<file path="src/rtl/loader_pkg.sv">
// Shared definitions for the program loader: opcodes, FSM states, word sizes.
package loader_pkg;

    localparam logic [7:0] OP_WRI  = 8'h01;
    localparam logic [7:0] OP_WRD  = 8'h02;
    localparam logic [7:0] OP_RDI  = 8'h03;
    localparam logic [7:0] OP_RDD  = 8'h04;
    localparam logic [7:0] OP_RUN  = 8'h05;
    localparam logic [7:0] OP_HALT = 8'h06;
    localparam logic [7:0] OP_CLR  = 8'h07;

    localparam int IMEM_BYTES = 4;
    localparam int DMEM_BYTES = 8;

    typedef enum logic [2:0] {
        ST_IDLE,
        ST_ADDR,
        ST_DATA,
        ST_WR,
        ST_RD,
        ST_RDW,
        ST_SEND
    } state_e;

    // True for opcodes that carry an address and touch a memory
    function automatic logic is_mem_op(input logic [7:0] op);
        return (op == OP_WRI) || (op == OP_WRD) || (op == OP_RDI) || (op == OP_RDD);
    endfunction

endpackage

</file>
<file path="src/rtl/prog_loader_byte_shift_reg.sv">
// Byte-wide shift register: new bytes enter at the top and move toward bit 0,
// or the whole word can be loaded in parallel.
module byte_shift_reg #(
    parameter int BYTES = 8
) (
    input  logic                 clk,
    input  logic                 arst_n,
    input  logic                 en,
    input  logic                 load,
    input  logic [8*BYTES-1:0]   load_data,
    input  logic [7:0]           shift_in,
    output logic [8*BYTES-1:0]   q
);

    logic [8*BYTES-1:0] data_q;
    logic [8*BYTES-1:0] data_d;
    logic [8*BYTES+7:0] shift_ext;

    // Next value: hold, parallel load, or shift one byte in from the top
    always_comb begin
        data_d    = data_q;
        shift_ext = {shift_in, data_q};
        if (en) begin
            if (load) begin
                data_d = load_data;
            end else begin
                data_d = shift_ext[8*BYTES+7:8];
            end
        end
    end

    // Register
    always_ff @(posedge clk or negedge arst_n) begin
        if (!arst_n) begin
            data_q <= '0;
        end else begin
            data_q <= data_d;
        end
    end

    assign q = data_q;

endmodule

</file>
<file path="src/rtl/prog_loader.sv">
// Host-side program loader: turns a byte-serial command stream into IMEM/DMEM
// word writes and reads, and controls the CPU run enable.
module prog_loader
    import loader_pkg::*;
#(
    parameter int ADDR_BYTES = 2
) (
    input  logic        clk,
    input  logic        arst_n,
    input  logic        in_valid,
    output logic        in_ready,
    input  logic [7:0]  in_data,
    output logic        out_valid,
    input  logic        out_ready,
    output logic [7:0]  out_data,
    output logic [63:0] addr_ext,
    output logic        wen_ext,
    output logic        ren_ext,
    output logic [31:0] wdata_ext,
    input  logic [31:0] rdata_ext,
    output logic [63:0] addr_ext_2,
    output logic        wen_ext_2,
    output logic        ren_ext_2,
    output logic [63:0] wdata_ext_2,
    input  logic [63:0] rdata_ext_2,
    output logic        cpu_enable,
    output logic        err
);

    state_e      state_q, state_d;
    logic [3:0]  cnt_q, cnt_d;
    logic [7:0]  cmd_q, cmd_d;
    logic        bad_q, bad_d;
    logic        enable_q, enable_d;
    logic        err_q, err_d;

    logic        addr_shift;
    logic        data_shift;
    logic        rd_load;
    logic        rd_shift;
    logic        is_imem;
    logic        is_write;
    logic [3:0]  last_byte;
    logic [63:0] rd_word;

    logic [8*ADDR_BYTES-1:0] addr_q;
    logic [63:0]             wdata_q;
    logic [63:0]             rdata_q;

    byte_shift_reg #(.BYTES(ADDR_BYTES)) u_addr_sr (
        .clk       (clk),
        .arst_n    (arst_n),
        .en        (addr_shift),
        .load      (1'b0),
        .load_data ('0),
        .shift_in  (in_data),
        .q         (addr_q)
    );

    byte_shift_reg #(.BYTES(DMEM_BYTES)) u_wdata_sr (
        .clk       (clk),
        .arst_n    (arst_n),
        .en        (data_shift),
        .load      (1'b0),
        .load_data ('0),
        .shift_in  (in_data),
        .q         (wdata_q)
    );

    byte_shift_reg #(.BYTES(DMEM_BYTES)) u_rdata_sr (
        .clk       (clk),
        .arst_n    (arst_n),
        .en        (rd_load | rd_shift),
        .load      (rd_load),
        .load_data (rd_word),
        .shift_in  (8'h00),
        .q         (rdata_q)
    );

    assign is_imem   = (cmd_q == OP_WRI) || (cmd_q == OP_RDI);
    assign is_write  = (cmd_q == OP_WRI) || (cmd_q == OP_WRD);
    assign last_byte = is_imem ? 4'(IMEM_BYTES - 1) : 4'(DMEM_BYTES - 1);
    // A rejected read returns zeros instead of whatever the memory drives
    assign rd_word   = bad_q ? 64'h0 : (is_imem ? {32'h0, rdata_ext} : rdata_ext_2);

    // Next-state, command bookkeeping and strobe generation
    always_comb begin
        state_d    = state_q;
        cnt_d      = cnt_q;
        cmd_d      = cmd_q;
        bad_d      = bad_q;
        enable_d   = enable_q;
        err_d      = err_q;
        in_ready   = 1'b0;
        out_valid  = 1'b0;
        wen_ext    = 1'b0;
        wen_ext_2  = 1'b0;
        ren_ext    = 1'b0;
        ren_ext_2  = 1'b0;
        addr_shift = 1'b0;
        data_shift = 1'b0;
        rd_load    = 1'b0;
        rd_shift   = 1'b0;

        case (state_q)
            ST_IDLE: begin
                in_ready = 1'b1;
                if (in_valid) begin
                    if (is_mem_op(in_data)) begin
                        cmd_d   = in_data;
                        bad_d   = enable_q;
                        cnt_d   = '0;
                        state_d = ST_ADDR;
                        if (enable_q) begin
                            err_d = 1'b1;
                        end
                    end else begin
                        case (in_data)
                            OP_RUN:  enable_d = 1'b1;
                            OP_HALT: enable_d = 1'b0;
                            OP_CLR:  err_d    = 1'b0;
                            default: err_d    = 1'b1;
                        endcase
                    end
                end
            end
            ST_ADDR: begin
                in_ready = 1'b1;
                if (in_valid) begin
                    addr_shift = 1'b1;
                    cnt_d      = cnt_q + 4'd1;
                    if (cnt_q == 4'(ADDR_BYTES - 1)) begin
                        cnt_d   = '0;
                        state_d = is_write ? ST_DATA : ST_RD;
                    end
                end
            end
            ST_DATA: begin
                in_ready = 1'b1;
                if (in_valid) begin
                    data_shift = 1'b1;
                    cnt_d      = cnt_q + 4'd1;
                    if (cnt_q == last_byte) begin
                        cnt_d   = '0;
                        state_d = ST_WR;
                    end
                end
            end
            ST_WR: begin
                wen_ext   = is_imem & ~bad_q;
                wen_ext_2 = ~is_imem & ~bad_q;
                state_d   = ST_IDLE;
            end
            ST_RD: begin
                ren_ext   = is_imem & ~bad_q;
                ren_ext_2 = ~is_imem & ~bad_q;
                state_d   = ST_RDW;
            end
            ST_RDW: begin
                rd_load = 1'b1;
                cnt_d   = '0;
                state_d = ST_SEND;
            end
            ST_SEND: begin
                out_valid = 1'b1;
                if (out_ready) begin
                    rd_shift = 1'b1;
                    cnt_d    = cnt_q + 4'd1;
                    if (cnt_q == last_byte) begin
                        cnt_d   = '0;
                        state_d = ST_IDLE;
                    end
                end
            end
            default: state_d = ST_IDLE;
        endcase
    end

    // State and control registers
    always_ff @(posedge clk or negedge arst_n) begin
        if (!arst_n) begin
            state_q  <= ST_IDLE;
            cnt_q    <= '0;
            cmd_q    <= '0;
            bad_q    <= 1'b0;
            enable_q <= 1'b0;
            err_q    <= 1'b0;
        end else begin
            state_q  <= state_d;
            cnt_q    <= cnt_d;
            cmd_q    <= cmd_d;
            bad_q    <= bad_d;
            enable_q <= enable_d;
            err_q    <= err_d;
        end
    end

    assign addr_ext    = 64'(addr_q);
    assign addr_ext_2  = 64'(addr_q);
    assign wdata_ext   = wdata_q[63:32];
    assign wdata_ext_2 = wdata_q;
    assign out_data    = rdata_q[7:0];
    assign cpu_enable  = enable_q;
    assign err         = err_q;

endmodule

</file>
<file path="config.mk">
export PLATFORM = sky130hd
export DESIGN_NAME = prog_loader
export DESIGN_NICKNAME = d
export VERILOG_FILES = /design/src/rtl/loader_pkg.sv /design/src/rtl/prog_loader_byte_shift_reg.sv /design/src/rtl/prog_loader.sv
export SDC_FILE = /design/constraint.sdc
export NUM_CORES = 1
export LEC_CHECK = 0
export CORE_MARGIN = 2
export CORE_UTILIZATION = 39
export DETAILED_ROUTE_END_ITERATION = 6
export PLACE_DENSITY_LB_ADDON = 0.2
export SLEW_MARGIN = 20
export SYNTH_ARGS = -nofsm -noshare
export SYNTH_HDL_FRONTEND = slang
export SYNTH_SLANG_ARGS = --single-unit
export TNS_END_PERCENT = 5
</file>
<file path="constraint.sdc">
create_clock -name clk -period 1.95 [get_ports clk]
set_clock_uncertainty 0.2 [all_clocks]
set_input_delay 0.39 -clock clk [delete_from_list [all_inputs] [get_ports clk]]
set_output_delay 0.39 -clock clk [all_outputs]
set_load 0.1 [all_outputs]
</file>
==> summary.md <==
| Metric | Value |
|---|---|
| Initial antenna violation count | 1 |
| Async set-reset flop share out of synthesis | 100% |
| Final Hold Viols | 0 |
| Min cycle time layout | 2.47 ns |
| Post-Synth Adder-Cell Area | 0.302% |
| Clk buf depth | 2 |
| Mapped cell area | 8280 um^2 |
| Port bufs | 251 |
| Yosys warnings | 0 |
| CTS tree | done |
| Largest family of logic cells by synthesized area | compound AO/OA/AOI/OAI gates |
| Worst hold path startpoint | in_data[5] |
| R2r startpoint | cmd_q[5]$_DFFE_PN0P_ |
| Simple-Gate Fraction of Synth Area | 5.24% |
| Worst EP required | 1.36 ns |
| Seq/Total Area, Yosys | 49.0% |
| Total Routing Usage GR | 19.2% |
| Worst hold path cell count | 2 |
| Tcrit/Tclk final | 127% |
| Worst reg-to-reg setup slack | -0.26 ns |
| TritonCTS buffer count | 17 |
| Drt pass-1 iters | 4 |
| Iteration-0 DRC Markers | 276 |
| Die area | 22,400 um^2 |
| Max cap viols | 0 |
| Final wirelength | 21,400 um |
| Share of layout cells above drive strength 1 | 38.1% |
| Run status | finished, violations left |
| First-pass GRT wire length | 33,700 um |
| Post-Syn Instances | 717 |
| TritonCTS Sinks | 162 |
| Multiplexer area fraction after synthesis | 11.7% |
| Synth cell types | 49 |
| Yosys reg bits | 162 |
| Worst Path Arrival | 1.88 ns |
| Critical path endpoint category | primary output |
| GRT overflow | 0 |
| Unrepaired setup endpoints after global routing | yes |
| Post-synth EDFFs | 0 |
| WHS Endpoint | u_addr_sr.q[13]$_DFFE_PN0P_ |
| Worst slew pin tran | 0.880 ns |
| # fillers | 1,630 |
| Fin worst setup slack | -0.524 ns |
| Die Height | 150 um |
| Detail Route Antenna Nets | 0 |
| Final HPWL DP | 15,500 um |
| Core Area | 21,000 um^2 |
| Avg Cell Area, Syn | 11.5 um^2 |
| CP Class | flop to primary output |
| Synth Area in Compound Gates | 17.2% |
| Initial Util | 39.5% |
| Row Count | 53 |
| Clk Latency, worst-skew pair | 0.42 ns |
| Worst slew margin | 41.2% |
| Post-route DRC | 0 |
| GPL Wtd Cong | 0.816 |
| Final setup TNS | -8.26 ns |
| Vias | 6,151 |
| Die width | 150 um |
| HP Class | primary input to flop |
| CTS Root Cell | clkbuf_16 |
| Reg-to-reg critical path endpoint | state_q[1]$_DFFE_PN0P_ |
| CTS H-tree depth | 4 |
| GR Util met2 | 32.4% |
| Worst-path clk slew | 0.07 ns |
| I/O Pins | 348 |
| Main flop type after synthesis | dfrtp_1 |
| Achievable Freq | 404 MHz |
| Pin count of the biggest net entering global routing | 60 |
| Most used routing layer | met2 |
| Final setup vio count | 110 |
| Vias in the first global route | 6,133 |
| Nets | 1,060 |
| GR Util met1 | 24.9% |
| Pins Over Slew Limit | 0 |
| R2R depth | 7 |
| Vias per std cell | 4.96 |
| CP Max Fanout | 3 |
| GRT met3 Usage | 3.23% |
| Synthesis-to-finish area growth | 58.8% |
| Failing checks | setup timing |
| Setup crit start kind | flop |
| Drt wl/cell | 17.3 um |
| Post-Synth XOR/XNOR Area | 0.212% |
[cell families (layout without fill, tap and decap cells)]
family                     Yosys count  in the layout
buffers and inverters              204            355
muxes                               86             86
AOI/OAI and AO/OA                  177            177
adders and majority gates            2              2
other                                1             97
xor gates and xnor gates             2              2
DFF                                162            162
and+or+nand+nor                     83             83
[worst max-delay path, cell delays in order (launching register included)]
cell and delay, ns:
dfrtp_1 0.41, nor4_4 0.33, nand3_2 0.11, buf_4 0.18
nor4_4 0.22, buf_12 0.22
[layout make-up]
cell class | instances | area, um^2 | share of cell area, %
Tap cell | 275 | 344 | 2.62
Inverter | 7 | 28.8 | 0.219
Sequential cell | 162 | 4060 | 30.8
Timing Repair Buffer | 316 | 4630 | 35.2
Clock buffer | 18 | 439 | 3.34
Clock inverter | 14 | 125 | 0.952
Multi-Input combinational cell | 446 | 3530 | 26.8
Antenna cell | 1 | 2.50 | 0.0190
[metal layers]
layer	share of wire, %	routed length, um	up-vias
li1	-	-	2848
met3	4.8	1020	27
met4	2.2	462	0
met2	53	11300	223
met5	0	0	-
met1	40	8640	3053
[sequential cells by signal (all words and copies together), names as in the netlist]
| register | flops |
|---|---|
| u_rdata_sr.q | 64 |
| u_wdata_sr.q | 64 |
| u_addr_sr.q | 16 |
| cmd_q | 8 |
| cnt_q | 4 |
| state_q | 3 |
| bad_q | 1 |
| cpu_enable | 1 |
| err | 1 |
[Yosys cell counts, drive strengths merged (2+ instances only)]
master	n	share of area, %
a21oi	27	1.6
a221o	32	3.9
a22o	74	7.8
a31oi	2	0.23
and2	7	0.53
and3	2	0.15
buf	166	15
clkbuf	31	1.4
dfrtp	162	49
ha	2	0.30
inv	7	0.32
mux2	84	11
mux2i	2	0.24
nand2	16	0.73
nand2b	2	0.15
nand3	3	0.18
nor2	29	1.3
nor2b	2	0.15
nor3	6	0.36
nor3b	3	0.27
nor4	3	0.23
nor4b	2	0.39
o211ai	5	0.45
o21ai	5	0.30
o22ai	23	1.7
[timing repair]
action / in CTS / in global routing
gates resized for setup: 43 / 24
endpoints found under the hold margin: 162 / 0
endpoints found under the setup margin: 157 / 168
buffers inserted: 7 / 1
hold buffers: 1 / 0
pin swaps: 21 / 22
[metrics by stage]
| stage | instances | instance area (um^2) | utilization (%) | setup slack, ns | hold slack (ns) |
|---|---|---|---|---|---|
| 2_1_floorplan | 812 | 8790 | - | -0.539 | -0.106 |
| 3_3_place_gp | 1197 | 12300 | 58.6 | -0.700 | 0.207 |
| 3_5_place_dp | 1197 | 12300 | 58.6 | -0.816 | 0.208 |
| 4_1_cts | 1237 | 13000 | 62.3 | -0.550 | 0.178 |
| 5_1_grt | 1239 | 13100 | 62.7 | -0.664 | 0.202 |
| 6_report | 1239 | 13100 | 62.7 | -0.524 | 0.206 |
[worst max path at each step]
stage | end | start | slack, ns | depth (start not counted)
after CTS | ren_ext | cmd_q[5]$_DFFE_PN0P_ | -0.55 | 5
after global placement | cnt_q[2]$_DFFE_PN0P_ | in_data[5] | -0.70 | 7
after floorplan | ren_ext | cmd_q[5]$_DFFE_PN0P_ | -0.54 | 3
final | ren_ext | cmd_q[5]$_DFFE_PN0P_ | -0.52 | 5
after detailed placement | cnt_q[2]$_DFFE_PN0P_ | in_data[5] | -0.82 | 7
after global routing | ren_ext | cmd_q[5]$_DFFE_PN0P_ | -0.66 | 5
[cell usage in the layout, fill, tap and decap left out, drive strengths merged, types with 7 or more instances in the layout]
| cell type | n |
|---|---|
| buf | 209 |
| dfrtp | 162 |
| clkdlybuf4s50 | 102 |
| conb | 96 |
| mux2 | 84 |
| a22o | 74 |
| a221o | 32 |
| nor2 | 29 |
| a21oi | 27 |
| o22ai | 23 |
| clkbuf | 18 |
| nand2 | 16 |
| inv | 11 |
| and2 | 7 |
Power is left out: the tool's default activity adds up to more than one toggle a clock period on the data nets, which glitch-free logic cannot reach.
